$ cat src/rtl/fp_pkg.sv
// Shared constants, operand classification and field helpers for the
// parametrised floating-point units of the CORDIC datapath.
package fp_pkg;

  localparam int EXP_SIZE      = 8;
  localparam int MANTISSA_SIZE = 7;
  localparam int BIAS          = (1 << (EXP_SIZE - 1)) - 1;
  localparam int EXP_MAX       = (1 << EXP_SIZE) - 1;

  typedef enum logic [1:0] {FP_ZERO, FP_NORM, FP_INF, FP_NAN} fp_class_e;

  localparam int FLAG_INVALID   = 3;
  localparam int FLAG_OVERFLOW  = 2;
  localparam int FLAG_UNDERFLOW = 1;
  localparam int FLAG_INEXACT   = 0;

  // Helpers take the field widths as arguments so any parametrisation can use them.
  function automatic logic [63:0] fp_exp(input logic [63:0] x, input int es, input int ms);
    return (x >> ms) & ((64'd1 << es) - 64'd1);
  endfunction

  function automatic logic [63:0] fp_frac(input logic [63:0] x, input int ms);
    return x & ((64'd1 << ms) - 64'd1);
  endfunction

  function automatic logic fp_sign(input logic [63:0] x, input int es, input int ms);
    return x[es + ms];
  endfunction

  function automatic logic [63:0] fp_qnan(input int es, input int ms);
    return (((64'd1 << es) - 64'd1) << ms) | (64'd1 << (ms - 1));
  endfunction

  function automatic fp_class_e fp_classify(input logic [63:0] e, input logic [63:0] f,
                                            input int es);
    if (e == 64'd0)                         return FP_ZERO;
    else if (e == ((64'd1 << es) - 64'd1))  return (f == 64'd0) ? FP_INF : FP_NAN;
    else                                    return FP_NORM;
  endfunction

endpackage

$ cat src/rtl/fp_lzc.sv
// Combinational leading-zero counter; o_count = W and o_zero = 1 for an all-zero input.
module fp_lzc #(
  parameter int W  = 11,
  localparam int CW = $clog2(W + 1)
) (
  input  logic [W-1:0]  i_data,
  output logic [CW-1:0] o_count,
  output logic          o_zero
);

  // Scanning upward lets the most significant set bit win.
  always_comb begin
    o_count = CW'(W);
    o_zero  = 1'b1;
    for (int i = 0; i < W; i++) begin
      if (i_data[i]) begin
        o_count = CW'(W - 1 - i);
        o_zero  = 1'b0;
      end
    end
  end

endmodule

$ cat src/rtl/fp_addsub_pipe.sv
// Four-stage floating-point add/subtract: align, add, normalise, round/pack,
// with special values resolved up front and carried alongside as a bypass.
module fp_addsub_pipe #(
  parameter int  EXP_SIZE      = fp_pkg::EXP_SIZE,
  parameter int  MANTISSA_SIZE = fp_pkg::MANTISSA_SIZE,
  localparam int WIDTH         = 1 + EXP_SIZE + MANTISSA_SIZE
) (
  input  logic             clk,
  input  logic             rst,
  input  logic             in_valid,
  output logic             in_ready,
  input  logic [WIDTH-1:0] a,
  input  logic [WIDTH-1:0] b,
  input  logic             mode,
  output logic             out_valid,
  input  logic             out_ready,
  output logic [WIDTH-1:0] out,
  output logic [3:0]       flags
);
  import fp_pkg::*;

  localparam int ES    = EXP_SIZE;
  localparam int MS    = MANTISSA_SIZE;
  localparam int EW    = ES + 2;
  localparam int MW    = MS + 4;
  localparam int SW    = MS + 5;
  localparam int CW    = $clog2(MW + 1);
  localparam int E_ALL = (1 << ES) - 1;
  localparam logic signed [EW-1:0] EXP_ALL1 = EW'(E_ALL);
  localparam logic signed [EW-1:0] EXP_ZERO = '0;

  // Valid/ready: a beat moves on valid & ready; every stage advances together
  // whenever the output slot is empty or being drained, otherwise all hold.
  logic w_adv;
  assign w_adv     = ~out_valid | out_ready;
  assign in_ready  = w_adv;

  logic [ES-1:0] w_a_exp, w_b_exp, w_big_exp, w_sml_exp;
  logic [MS-1:0] w_a_frac, w_b_frac, w_big_frac, w_sml_frac;
  logic          w_a_sign, w_b_sign, w_big_sign, w_sml_sign, w_a_big, w_lost;
  fp_class_e     w_a_cls, w_b_cls;
  int unsigned   w_shift;
  logic [MW-1:0] w_sml_ext, w_sml_sh, w_sml_algn;

  assign w_a_exp  = ES'(fp_exp(64'(a), ES, MS));
  assign w_b_exp  = ES'(fp_exp(64'(b), ES, MS));
  assign w_a_frac = MS'(fp_frac(64'(a), MS));
  assign w_b_frac = MS'(fp_frac(64'(b), MS));
  assign w_a_sign = fp_sign(64'(a), ES, MS);
  assign w_b_sign = fp_sign(64'(b), ES, MS) ^ ~mode;
  assign w_a_cls  = fp_classify(64'(w_a_exp), 64'(w_a_frac), ES);
  assign w_b_cls  = fp_classify(64'(w_b_exp), 64'(w_b_frac), ES);

  always_comb begin
    w_a_big = {w_a_exp, w_a_frac} >= {w_b_exp, w_b_frac};
    if (w_a_big) begin
      w_big_exp = w_a_exp; w_big_frac = w_a_frac; w_big_sign = w_a_sign;
      w_sml_exp = w_b_exp; w_sml_frac = w_b_frac; w_sml_sign = w_b_sign;
    end else begin
      w_big_exp = w_b_exp; w_big_frac = w_b_frac; w_big_sign = w_b_sign;
      w_sml_exp = w_a_exp; w_sml_frac = w_a_frac; w_sml_sign = w_a_sign;
    end
    // Shifts beyond the full significand only contribute to sticky.
    w_shift = 32'(w_big_exp - w_sml_exp);
    if (w_shift > unsigned'(MW)) w_shift = unsigned'(MW);
    w_sml_ext = {1'b1, w_sml_frac, 3'b000};
    w_sml_sh  = w_sml_ext >> w_shift;
    w_lost    = 1'b0;
    for (int i = 0; i < MW; i++) begin
      if (unsigned'(i) < w_shift) w_lost = w_lost | w_sml_ext[i];
    end
    w_sml_algn = {w_sml_sh[MW-1:1], w_sml_sh[0] | w_lost};
  end

  logic             w_spec;
  logic [WIDTH-1:0] w_spec_val;
  logic [3:0]       w_spec_flags;

  always_comb begin
    w_spec       = 1'b1;
    w_spec_val   = '0;
    w_spec_flags = '0;
    if (w_a_cls == FP_NAN || w_b_cls == FP_NAN ||
        (w_a_cls == FP_INF && w_b_cls == FP_INF && w_a_sign != w_b_sign)) begin
      w_spec_val                 = WIDTH'(fp_qnan(ES, MS));
      w_spec_flags[FLAG_INVALID] = 1'b1;
    end else if (w_a_cls == FP_INF) begin
      w_spec_val = a;
    end else if (w_b_cls == FP_INF) begin
      w_spec_val = {w_b_sign, w_b_exp, w_b_frac};
    end else if (w_a_cls == FP_ZERO && w_b_cls == FP_ZERO) begin
      w_spec_val = {w_a_sign & w_b_sign, {(ES + MS){1'b0}}};
    end else if (w_a_cls == FP_ZERO) begin
      w_spec_val = {w_b_sign, w_b_exp, w_b_frac};
    end else if (w_b_cls == FP_ZERO) begin
      w_spec_val = a;
    end else begin
      w_spec = 1'b0;
    end
  end

  logic                    r_s1_valid, r_s1_spec, r_s1_sign, r_s1_sub;
  logic [WIDTH-1:0]        r_s1_spec_val;
  logic [3:0]              r_s1_spec_flags;
  logic signed [EW-1:0]    r_s1_exp;
  logic [MW-1:0]           r_s1_big, r_s1_sml;
  logic                    r_s2_valid, r_s2_spec, r_s2_sign;
  logic [WIDTH-1:0]        r_s2_spec_val;
  logic [3:0]              r_s2_spec_flags;
  logic signed [EW-1:0]    r_s2_exp;
  logic [SW-1:0]           r_s2_sum;
  logic                    r_s3_valid, r_s3_spec, r_s3_sign;
  logic [WIDTH-1:0]        r_s3_spec_val;
  logic [3:0]              r_s3_spec_flags;
  logic signed [EW-1:0]    r_s3_exp;
  logic [MW-1:0]           r_s3_mant;
  logic                    r_s4_valid;
  logic [WIDTH-1:0]        r_out;
  logic [3:0]              r_flags;

  // Swap guarantees big >= small, so the difference never goes negative.
  logic [SW-1:0] w_sum;
  assign w_sum = r_s1_sub ? ({1'b0, r_s1_big} - {1'b0, r_s1_sml})
                          : ({1'b0, r_s1_big} + {1'b0, r_s1_sml});

  logic [CW-1:0]        w_lzc;
  logic                 w_lzc_zero, w_norm_zero;
  logic [MW-1:0]        w_norm;
  logic signed [EW-1:0] w_norm_exp;

  fp_lzc #(.W(MW)) u_lzc (
    .i_data  (r_s2_sum[MW-1:0]),
    .o_count (w_lzc),
    .o_zero  (w_lzc_zero)
  );

  always_comb begin
    if (r_s2_sum[SW-1]) begin
      w_norm      = {r_s2_sum[SW-1:2], r_s2_sum[1] | r_s2_sum[0]};
      w_norm_exp  = r_s2_exp + EW'(1);
      w_norm_zero = 1'b0;
    end else begin
      w_norm      = r_s2_sum[MW-1:0] << w_lzc;
      w_norm_exp  = r_s2_exp - EW'(w_lzc);
      w_norm_zero = w_lzc_zero;
    end
  end

  // A cleared hidden bit after normalisation marks an exact-zero sum.
  logic                 w_inc;
  logic [MS:0]          w_rnd;
  logic signed [EW-1:0] w_rnd_exp;
  logic [WIDTH-1:0]     w_pk_out;
  logic [3:0]           w_pk_flags;

  always_comb begin
    w_inc      = r_s3_mant[2] & (r_s3_mant[1] | r_s3_mant[0] | r_s3_mant[3]);
    w_rnd      = {1'b0, r_s3_mant[MW-2:3]} + (MS + 1)'(w_inc);
    w_rnd_exp  = r_s3_exp + EW'(w_rnd[MS]);
    w_pk_out   = '0;
    w_pk_flags = '0;
    if (r_s3_spec) begin
      w_pk_out   = r_s3_spec_val;
      w_pk_flags = r_s3_spec_flags;
    end else if (!r_s3_mant[MW-1]) begin
      w_pk_out = '0;
    end else if (w_rnd_exp >= EXP_ALL1) begin
      w_pk_out                    = {r_s3_sign, {ES{1'b1}}, {MS{1'b0}}};
      w_pk_flags[FLAG_OVERFLOW]   = 1'b1;
      w_pk_flags[FLAG_INEXACT]    = 1'b1;
    end else if (w_rnd_exp <= EXP_ZERO) begin
      w_pk_out                    = {r_s3_sign, {(ES + MS){1'b0}}};
      w_pk_flags[FLAG_UNDERFLOW]  = 1'b1;
      w_pk_flags[FLAG_INEXACT]    = 1'b1;
    end else begin
      w_pk_out                    = {r_s3_sign, w_rnd_exp[ES-1:0], w_rnd[MS-1:0]};
      w_pk_flags[FLAG_INEXACT]    = |r_s3_mant[2:0];
    end
  end

  always_ff @(posedge clk or posedge rst) begin
    if (rst) begin
      r_s1_valid <= 1'b0; r_s1_spec <= 1'b0; r_s1_sign <= 1'b0; r_s1_sub <= 1'b0;
      r_s1_spec_val <= '0; r_s1_spec_flags <= '0; r_s1_exp <= '0;
      r_s1_big <= '0; r_s1_sml <= '0;
      r_s2_valid <= 1'b0; r_s2_spec <= 1'b0; r_s2_sign <= 1'b0;
      r_s2_spec_val <= '0; r_s2_spec_flags <= '0; r_s2_exp <= '0; r_s2_sum <= '0;
      r_s3_valid <= 1'b0; r_s3_spec <= 1'b0; r_s3_sign <= 1'b0;
      r_s3_spec_val <= '0; r_s3_spec_flags <= '0; r_s3_exp <= '0; r_s3_mant <= '0;
      r_s4_valid <= 1'b0; r_out <= '0; r_flags <= '0;
    end else if (w_adv) begin
      r_s1_valid      <= in_valid;
      r_s1_spec       <= w_spec;
      r_s1_spec_val   <= w_spec_val;
      r_s1_spec_flags <= w_spec_flags;
      r_s1_sign       <= w_big_sign;
      r_s1_sub        <= w_big_sign ^ w_sml_sign;
      r_s1_exp        <= {2'b00, w_big_exp};
      r_s1_big        <= {1'b1, w_big_frac, 3'b000};
      r_s1_sml        <= w_sml_algn;

      r_s2_valid      <= r_s1_valid;
      r_s2_spec       <= r_s1_spec;
      r_s2_spec_val   <= r_s1_spec_val;
      r_s2_spec_flags <= r_s1_spec_flags;
      r_s2_sign       <= r_s1_sign;
      r_s2_exp        <= r_s1_exp;
      r_s2_sum        <= w_sum;

      r_s3_valid      <= r_s2_valid;
      r_s3_spec       <= r_s2_spec;
      r_s3_spec_val   <= r_s2_spec_val;
      r_s3_spec_flags <= r_s2_spec_flags;
      r_s3_sign       <= w_norm_zero ? 1'b0 : r_s2_sign;
      r_s3_exp        <= w_norm_exp;
      r_s3_mant       <= w_norm;

      r_s4_valid      <= r_s3_valid;
      r_out           <= w_pk_out;
      r_flags         <= w_pk_flags;
    end
  end

  assign out_valid = r_s4_valid;
  assign out       = r_out;
  assign flags     = r_flags;

endmodule

$ cat config.mk
export PLATFORM = sky130hd
export DESIGN_NAME = fp_addsub_pipe
export DESIGN_NICKNAME = d
export VERILOG_FILES = /design/src/rtl/fp_pkg.sv /design/src/rtl/fp_lzc.sv /design/src/rtl/fp_addsub_pipe.sv
export SDC_FILE = /design/constraint.sdc
export NUM_CORES = 1
export LEC_CHECK = 0
export ABC_CLOCK_PERIOD_IN_PS = 7750
export BUFFER_PORTS_ARGS = -buffer_cell sky130_fd_sc_hd__buf_2
export CORE_AREA = 8 8 189 191
export CTS_CLUSTER_SIZE = 14
export DETAILED_ROUTE_END_ITERATION = 8
export DIE_AREA = 0 0 197 199
export PLACE_DENSITY_LB_ADDON = 0.1
export SYNTH_ARGS = -nofsm -noshare
export SYNTH_HDL_FRONTEND = slang
export SYNTH_SLANG_ARGS = --single-unit
export TNS_END_PERCENT = 20
$ cat constraint.sdc
create_clock -name clk -period 7.75 [get_ports clk]
set_clock_uncertainty 0.2 [all_clocks]
set_input_delay 0.3875 -clock clk [delete_from_list [all_inputs] [get_ports clk]]
set_output_delay 0.3875 -clock clk [all_outputs]
set_load 0.03 [all_outputs]
# --- After elaboration in Yosys (flattened, before gate mapping) ---
# Index checks and enable logic that the tools add are counted.
# W data, S select, Z words.
totals:
  output_inout_bits: 22
  elab_cells: 156
  in_bits: 37
  regBits: 150
classes:
  shifts: 2
  n_reduce_logical: 12
  addsub: 7
  order_cmp: 12
  bitwise: 17
  eq_ne: 7
  mux: 73
op_table:
  columns: ["operator", "n"]
  rows:
  - ["$lt A3 B32 Y1 const A", 4]
  - ["$mux W16", 8]
  - ["$lt A4 B32 Y1 const A", 3]
  - ["$mux W1", 39]
  - ["$gt A32 B4 Y1 const B", 1]
  - ["$lt A2 B32 Y1 const A", 1]
  - ["$mux W32", 1]
  - ["$mux W4", 8]
  - ["$shr A11 B32 Y11", 1]
  - ["$mux W15", 2]
  - ["$eq A8 B8 Y1 const B", 2]
  - ["$logic_not A8 Y1", 2]
  - ["$mux W8", 2]
  - ["$ge A15 B15 Y1", 1]
  - ["$logic_not A7 Y1", 2]
  - ["$mux W7", 2]
  - ["$add A11 B11 Y12", 1]
  - ["$mux W12", 1]
  - ["$mux W2", 6]
  - ["$sub A11 B11 Y12", 1]
  - ["$mux W11", 1]
  - ["$or A1 B1 Y1", 11]
  - ["$shl A11 B4 Y11", 1]
  - ["$add A10 B1 Y10", 1]
  - ["other kinds (17)", 28]

# --- Logic depth before layout (Yosys ltp) ---
# Gate-level depths: netlist (run 1).
logic_depth:
  ltp_word: 21
  ltp_mapped: 23
  mapped_depth_nobuf: 18

# --- Modules after synthesis ---
# From an unflattened synthesis (run 1), not the netlist that was laid out.
unflattened:
  hier_cells: 1137
  area_unflattened_um2: 9332.7
modules_own_cells:
  columns: ["module", "seq_area_each_um2", "cells_each", "n_inst", "area_each_um2"]
  rows:
  - ["fp_addsub_pipe", 3753.6, 1118, 1, 9215.1]
  - ["fp_lzc", 0.0, 19, 1, 117.6]

# --- Worst setup path after synthesis (run 1) ---
# OpenSTA, ideal clock, no wires.
synth_timing:
  path_type: "input to register"
  start: "input port b[12]"
  end: "register r_s1_sml[5]"
  path_slack_ps: 2585
  setup_ps: 132
  path_stages: 23
  required_time_ps: 7418
  n_path_buf: 6
  t_arrival_ps: 4833
  path_cell_list: "inv_1 -> ha_1 -> buf_2 -> nand3_2 -> or4_4 -> buf_6 -> o21ai_2 -> buf_6 -> clkbuf_1 -> clkbuf_1 -> mux2i_1 -> ha_1 -> and2_1 -> a211o_1 -> a21oi_1 -> nor2b_1 -> mux2i_1 -> a31oi_1 -> o32ai_2 -> buf_2 -> or4b_1 -> o311ai_1 -> o211ai_1"
synth_between:
  elab_chain_cells: 6
  word_cells_on_any_way: 8
  cone_classes: "1 x add/sub; 2 x order compare; 1 x shift; 4 x mux"
synth_lines:
  columns: ["element", "line_no", "source"]
  rows:
  - ["from (decl)", "fp_addsub_pipe.sv:13", "input logic [WIDTH-1:0] b,"]
  - ["$ge A15 B15 Y1", "fp_addsub_pipe.sv:55", "w_a_big = {w_a_exp, w_a_frac} >= {w_b_exp, w_b_frac};"]
  - ["$mux W8", "fp_addsub_pipe.sv:56", "if (w_a_big) begin"]
  - ["$sub A8 B8 Y9", "fp_addsub_pipe.sv:64", "w_shift = 32'(w_big_exp - w_sml_exp);"]
  - ["$gt A32 B4 Y1", "fp_addsub_pipe.sv:65", "if (w_shift > unsigned'(MW)) w_shift = unsigned'(MW);"]
  - ["$mux W32", "fp_addsub_pipe.sv:65", null]
  - ["$shr A11 B32 Y11 (*)", "fp_addsub_pipe.sv:67", "w_sml_sh = w_sml_ext >> w_shift;"]
  - ["to (signal assigned)", "fp_addsub_pipe.sv:200", "r_s1_sml <= w_sml_algn;"]
  - ["to (decl)", "fp_addsub_pipe.sv:106", "logic [MW-1:0] r_s1_big, r_s1_sml;"]
# Every way passes the cells marked *; elsewhere a longest branch is shown, timed or not.
# A chain may end at the register's enable or synchronous reset.

# --- Worst setup path in the final report (run 1) ---
layout_timing:
  start: "input port b[7]"
  end: "register r_s1_sml[1]"
# The elaborated chain is that of the path after synthesis.

==> results_dict.tcl, run 1 <==
set metrics [dict create \
    synth_enable_flop_cells 0 \
    design_power_total_uw 3720 \
    antenna_left 0 \
    ys_seq_area_frac 0.387 \
    setup.worst_path.end "r_s1_sml[1]" \
    fin_tns_setup_ns 0 \
    die_area_mm2 0.0392 \
    dp.cells 1630 \
    worstSetupStartpoint "b[7]" \
    rsz0062_at_grt "false" \
    syn-num-nets 1264 \
    postSynthCellCount 1183 \
    row_count 67 \
    dieHeight_um 199 \
    leakage_uw 0.00488 \
    clkSlewWorstSetupHoldPaths_ns 0.06 \
    clk_latency_ns 0.42 \
    htree_num_levels 4 \
    antenna_found_initial 0 \
    final_layout_size_suffix_gt1_frac 0.107 \
    overflow 0 \
    synth.distinct_cells 89 \
    min-delay-path-class "in2reg" \
    outcome "finished, final reports clean" \
    grt_max_degree 91 \
    grt_use_total 0.153 \
    critical_path_buf_inv_count 3 \
    synth_seq_cells 150 \
    diodes 0 \
    wl_per_cell_um 17.7 \
    place_hpwl_mm 21.5 \
    crit_family "compound AO/OA/AOI/OAI gates" \
    initialDrtViolationCount 649 \
    vias_in_the_first_global_route 8384 \
    slew_headroom 0.369 \
    crit_chain "buf_2 > inv_1 > ha_1 > inv_2 > or4_4 > o21ai_2 > mux2i_1 > ha_1 > and2_1 > a211o_1 > a21oi_1 > mux2i_1 > o2111a_1 > o32ai_2 > nor2_1 > a221oi_1 > a221oi_1" \
    power.density_mw_per_mm2 341 \
    floorplan.die.width_um 197 \
    ir_drop_v 0.000147 \
    cts-resized-gates 0 \
    async_flop_share 1.00 \
    port-buffer-count 58 \
    final-setup-viol-count 0 \
    routed-via-count 8459 \
    crit-reg2reg-capture "out[2]" \
    postCtsSetupBuffers 0 \
    stdcell_count 1664 \
    tcrit_tclk_final 0.644 \
    cts.sink_count 150 \
    min_from "b[12]" \
    worst-path-max-fanout 17 \
    start_util 0.295 \
    final_max_slew_viol_count 0 \
    post_drt_via_cell_ratio 5.08 \
    area_growth_pct 12.5 \
    rr_worst_depth 15 \
    cts_root_buffer "clkbuf_16" \
    place.gp.congestion 0.895 \
    nNetsFinal 1284 \
    worst_slew_pin_slew_ns 0.946 \
    synthesis.area_mm2 0.00971 \
    cts.path.max_buffers 2 \
    cts_tree "yes" \
    drcViolationCount 0 \
    top_level_ports 59 \
    critical_path_depth 17 \
    worstPathRequired_ns 7.81 \
    yosysWarningCount 0 \
    crit_path_end_kind "flip-flop" \
    start_kind "primary input" \
    cap_violations 0 \
    cpPeakStageDelay_ns 0.83 \
    worstPathArrival_ns 5.05 \
    crit_reg_reg_startpoint "r_s3_mant[2]" \
    period_minus_slack_ns 4.99 \
    dr.pass1.iters 5 \
    upper_clock_frequency_limit_ghz 0.200 \
    finalHoldViolCount 0 \
    grt_first_pass_wirelength_mm 48.0 \
    ys_dominant_reg_cell "dfrtp_1" \
    cts_inserted_buffers 17 \
    core_area_mm2 0.0329 \
    synthesized_area_divided_by_synthesized_cell_count_um2 8.21 \
    crit_type "in2reg" \
    reg2reg_setup_slack_ns 3.81 \
    routed_wire_length_mm 29.4 \
    crit_slowest_cell "o32ai_2" \
]
metal layers:
layer	track usage	wire length (um)	vias up
met4	0.0390	313	0
met5	0	0	-
met2	0.243	13100	188
met3	0.0206	1010	18
met1	0.217	15000	4064
li1	-	-	4189
layout by cell type, fill, tap and decap left out, types with 4 or more instances in the layout:
cell type / instances
a211oi_1: 7
a21o_1: 6
a21oi_1: 58
a221oi_1: 25
a22oi_1: 9
a31oi_1: 24
and2_1: 6
and3_1: 4
buf_2: 58
buf_4: 9
clkbuf_16: 17
clkinv_2: 4
dfrtp_1: 150
ha_1: 42
inv_1: 57
inv_6: 5
mux2_2: 4
mux2i_1: 25
nand2_1: 269
nand2b_1: 7
nand3_1: 25
nand4_1: 10
nor2_1: 111
nor2b_1: 17
nor3_1: 18
nor4_1: 11
o211ai_1: 18
o21a_1: 7
o21ai_0: 66
o21bai_1: 8
o221ai_1: 6
o22ai_1: 11
o31ai_1: 5
xnor2_1: 17
xor2_1: 15
registers in the layout, summed over array words and instances, names as in the netlist, 4 cells and up:
name / flops
r_s1_big: 8
r_s3_mant: 11
out: 16
r_s2_spec_val: 16
r_s3_spec_val: 16
r_s2_sum: 12
flags: 4
r_s1_sml: 11
r_s1_spec_val: 16
r_s3_exp: 10
r_s1_exp: 8
r_s2_exp: 8
synthesized netlist by cell type (all sizes together), types with 7 or more instances:
| cell | n | area (um^2) |
|---|---|---|
| a22oi | 9 | 67.6 |
| buf | 11 | 86.3 |
| clkbuf | 57 | 214 |
| a21oi | 59 | 299 |
| xor2 | 16 | 159 |
| xnor2 | 17 | 149 |
| dfrtp | 150 | 3750 |
| nor2 | 111 | 417 |
| inv | 60 | 225 |
| nand4 | 10 | 62.6 |
| o21ai | 68 | 344 |
| nor4 | 12 | 81.3 |
| nand2b | 7 | 43.8 |
| a211oi | 7 | 52.6 |
| nand2 | 269 | 1010 |
| nand3 | 26 | 135 |
| o211ai | 18 | 135 |
| mux2i | 26 | 264 |
| ha | 42 | 526 |
| o21a | 8 | 67.6 |
| o21bai | 8 | 60.1 |
| nor3 | 20 | 110 |
| o221ai | 7 | 67.6 |
| a221oi | 25 | 219 |
| a31oi | 24 | 150 |
| nor2b | 18 | 113 |
| o22ai | 11 | 68.8 |
worst min-delay path by stage:
| stage | depth (start not counted) | slack [ns] | to |
|---|---|---|---|
| final | 3 | 0.07 | r_s1_exp[5] |
| after global routing | 3 | 0.06 | r_s1_exp[5] |
| after detailed placement | 2 | 0.25 | r_s3_valid |
| after global placement | 2 | 0.25 | r_s2_spec_flags[3] |
| after floorplan | 2 | 0.23 | r_s3_valid |
| after CTS | 3 | 0.04 | r_s1_exp[5] |
kinds of logic after synthesis:
group	count (synthesis)	synth area share
AND/OR/NAND/NOR	498	0.222
AO/OA/AOI/OAI	293	0.207
multiplexers	34	0.0396
flip-flops	150	0.387
buffers and inverters	131	0.0553
XOR/XNOR	33	0.0317
adder cells (fa/ha/maj)	44	0.0583
report_power, final:
| group | internal (uW) | switching [uW] |
|---|---|---|
| Sequential | 1060 | 288 |
| Clock | 455 | 354 |
| Combinational | 580 | 990 |
worst min-delay path, delay by kind of cell:
| kind | cells | cell delay (ns) |
|---|---|---|
| AO/OA/AOI/OAI | 1 | 0.07 |
| buffers and inverters | 1 | 0.13 |
| AND/OR/NAND/NOR | 1 | 0.06 |
what timing repair did:
action	in CTS	in global routing
hold buffers	2	0
setup endpoints to repair	0	0
endpoints found under the hold margin	9	0
stage by stage:
| stage | cell area (um^2) | hold slack, ns | worst slack, ns | utilization |
|---|---|---|---|---|
| after detailed placement | 10300 | 0.249 | 2.38 | 0.315 |
| after floorplan | 9710 | 0.230 | 2.59 | - |
| after CTS | 10900 | 0.0391 | 2.82 | 0.332 |
| final | 10900 | 0.0656 | 2.76 | 0.332 |
| after global routing | 10900 | 0.0564 | 2.47 | 0.332 |
| after global placement | 10300 | 0.251 | 2.44 | 0.315 |
cell type report:
| type | instances | area (um^2) |
|---|---|---|
| Tap cell | 448 | 561 |
| Multi-Input combinational cell | 902 | 5430 |
| Sequential cell | 150 | 3750 |
| Timing Repair Buffer | 69 | 378 |
| Clock buffer | 19 | 443 |
| Inverter | 63 | 244 |
| Clock inverter | 13 | 121 |
| Fill cell | 3591 | 21900 |
(Power assumes the default switching activity.)
==> inputs of run 2 (changes only) <==
Settings changed: ABC_AREA from default to 1, ABC_CLOCK_PERIOD_IN_PS 7750 to 4400, CORE_AREA 8 8 189 191 to 8 8 187 189, DIE_AREA 0 0 197 199 to 0 0 195 197.
Clock period 7.75 ns to 4.4 ns, I/O delays scaled along.
==> run 2 against run 1 <==
Count of clock-buffer cells in the layout down 1. Combinational power increased by 81%. Sequential share of layout area is 0.52 points lower. Non-clock buffer count grew 32. Power grew 80%. Wire length shrank 1.4%. Register-to-register slack lost 3.1 ns. Setup slack got worse by 2.4 ns. Utilization is 1.4 points higher. Die area fell by 2.0%. Global-route usage decreased by 0.19 points. Synthesized cell count up 7.2%. Largest cell class unchanged.
==> results_dict.tcl, run 2 <==
set metrics [dict create \
    postSynthCellCount 1268 \
    drcViolationCount 0 \
    row_count 66 \
    wl_per_cell_um 16.4 \
    area.sequential_mm2 0.00375 \
    start_util 0.293 \
    clockPowerShare 0.235 \
    synth_enable_flop_cells 0 \
    synthesized_area_divided_by_synthesized_cell_count_um2 7.41 \
    top_level_ports 59 \
    p_comb_frac 0.425 \
    tcrit_tclk_final 0.924 \
    rr_worst_depth 17 \
    synth_top_cell_area_share 0.399 \
    final_max_slew_viol_count 0 \
    nNetsFinal 1422 \
    worstPathArrival_ns 4.21 \
    place.gp.congestion 0.909 \
    cts_root_buffer "clkbuf_16" \
    crit_slowest_cell "dlygate4sd3_1" \
    diodes 0 \
    fin_tns_setup_ns 0 \
    cpPeakStageDelay_ns 0.52 \
    ys_dominant_reg_cell "dfrtp_1" \
    port-buffer-count 58 \
    critical_path_buf_inv_count 4 \
    netlist_top_cells_area "dfrtp_1 (40%), nand2_1 (13%), inv_1 (6.4%)" \
    htree_num_levels 4 \
    worst-path-max-fanout 11 \
    layout.cells.most_common_list "nand2_1 (326), inv_1 (157), dfrtp_1 (150), o21ai_0 (115), nor2_1 (74)" \
    core_area_mm2 0.0320 \
    dieHeight_um 197 \
    final_layout_size_suffix_gt1_frac 0.112 \
    leakage_uw 0.00534 \
    stdcell_count 1762 \
    power.switching_fraction 0.438 \
    synth_seq_cells 150 \
    dr.pass1.iters 5 \
    critical_path.most_common_cell "nand3_1" \
    routed-via-count 8513 \
    post_drt_via_cell_ratio 4.83 \
    antenna_left 0 \
    stdcell_area_mm2 0.0111 \
    vias_in_the_first_global_route 8359 \
    finalHoldViolCount 0 \
    critical_path_depth 25 \
    start_kind "primary input" \
    cts_inserted_buffers 17 \
    cellInternalPower_uw 3770 \
    postCtsSetupBuffers 0 \
    slew_headroom 0.490 \
    ys_seq_area_frac 0.399 \
    post_synth_most_frequent_cells "nand2_1 (326), inv_1 (160), dfrtp_1 (150)" \
    crit_type "in2reg" \
    area_growth_pct 18.0 \
    outcome "finished, final reports clean" \
    total_switching_power_uw 2930 \
    period_minus_slack_ns 4.07 \
    fill_cell_instance_count_of_the_final_layout 3504 \
    multi_input_area_mm2 0.00483 \
    yosys.area.top_type "dfrtp_1" \
    crit_family "simple AND/OR/NAND/NOR gates" \
    crit_path_end_kind "flip-flop" \
    overflow 0 \
    min-delay-path-class "in2reg" \
    place_hpwl_mm 21.3 \
    die_area_mm2 0.0384 \
    power.density_mw_per_mm2 604 \
    p_seq_frac 0.340 \
    initialDrtViolationCount 652 \
    async_flop_share 1.00 \
    mostFrequentLayoutCell "nand2_1" \
    rsz0062_at_grt "false" \
    floorplan.die.width_um 195 \
    placedInstanceArea_mm2 0.0101 \
    grt_use_total 0.151 \
    worstPathRequired_ns 4.55 \
    routed_wire_length_mm 29.0 \
    synthMostInstantiatedCell "nand2_1" \
    final-setup-viol-count 0 \
    synthesis.area_mm2 0.00940 \
    synth.distinct_cells 52 \
    yosysWarningCount 0 \
    design_power_total_uw 6700 \
    grt_first_pass_wirelength_mm 46.5 \
    worst_slew_pin_slew_ns 0.764 \
    clkSlewWorstSetupHoldPaths_ns 0.07 \
    cap_violations 0 \
    clk_latency_ns 0.43 \
    upper_clock_frequency_limit_ghz 0.246 \
    dp.cells 1698 \
    cts.path.max_buffers 2 \
    cts_tree "yes" \
    antenna_found_initial 0 \
    cts.sink_count 150 \
    syn-num-nets 1349 \
    grt_max_degree 162 \
    hold_depth 3 \
    ir_drop_v 0.000282 \
]
==> run 2: cell count changes after synthesis, moves of 18 or more <==
cell,change
mux2i_1,-24
inv_1,+102
o21ai_0,+49
nor2_1,-35
nand2_1,+57
nand3_1,+41
a221oi_1,-18
nor2b_1,-18
==> run 2: per-layer routing <==
layer / wire (um) / vias to the layer above / GRT usage
li1: - / 4365 / -
met1: 14900 / 3946 / 0.214
met2: 12700 / 174 / 0.234
met3: 932 / 28 / 0.0239
met4: 469 / 0 / 0.0466
met5: 0 / - / 0
==> run 2: power by group through the flow <==
stage	Clock (uW)	Sequential, uW	Combinational [uW]
final	1570	2280	2840
after global routing	1670	2360	3240
after CTS	1630	2280	2880
after detailed placement	0	2310	2810
after global placement	0	2300	2810
after floorplan	0	2300	1940
==> run 2: cells by family (layout without fill, tap and decap cells) <==
logic type / Yosys count / count (layout) / synth area share
compound gates: 278 / 278 / 0.170
fa+ha+maj: 44 / 44 / 0.0602
mux: 1 / 1 / 0.00106
buf+inv: 220 / 305 / 0.0901
flops: 150 / 150 / 0.399
simple gates: 551 / 552 / 0.257
xor+xnor: 24 / 24 / 0.0224
==> run 2: repair_timing <==
item                       4_1_cts  5_1_grt
hold endpoints to repair        46        0
hold buffers                    31        0
resized for setup                0        6
setup endpoints to repair        0        6
==> run 2: cell type report <==
class,instances,share of cell area
timing repair buffer,101,0.0645
clock inverter,14,0.0169
inverter,172,0.0587
tap,408,0.0460
multi-input combinational,899,0.436
clock buffer,18,0.0396
sequential,150,0.338
==> run 2: final timing paths <==
| kind | endpoint | slack (ns) | startpoint |
|---|---|---|---|
| setup / recovery | r_s1_sml[2] | 0.33 | b[7] |
| hold / removal | r_s1_spec_val[10] | 0.03 | a[10] |
| setup reg to reg | r_s3_exp[8] | 0.76 | r_s2_sum[1] |
| hold reg to reg | r_s3_spec_val[2] | 0.27 | r_s2_spec_val[2] |
| max in group asynchronous | r_s1_exp[2] | 2.68 | rst |
| min in group asynchronous | r_s2_sum[2] | 0.22 | rst |
==> run 2: worst min-delay path, cell delays in order <==
cell	delay (ns)
buf_2	0.17
a221oi_1	0.12
a21oi_1	0.12
==> run 2: stage by stage <==
step | hold WS, ns | util | worst slack, ns
3_5_place_dp | 0.157 | 0.316 | 0.319
4_1_cts | 0.00842 | 0.345 | 0.235
2_1_floorplan | 0.141 | - | 1.16
6_report | 0.0335 | 0.346 | 0.334
5_1_grt | 0.0380 | 0.346 | 0.00381
3_3_place_gp | 0.148 | 0.316 | 0.384
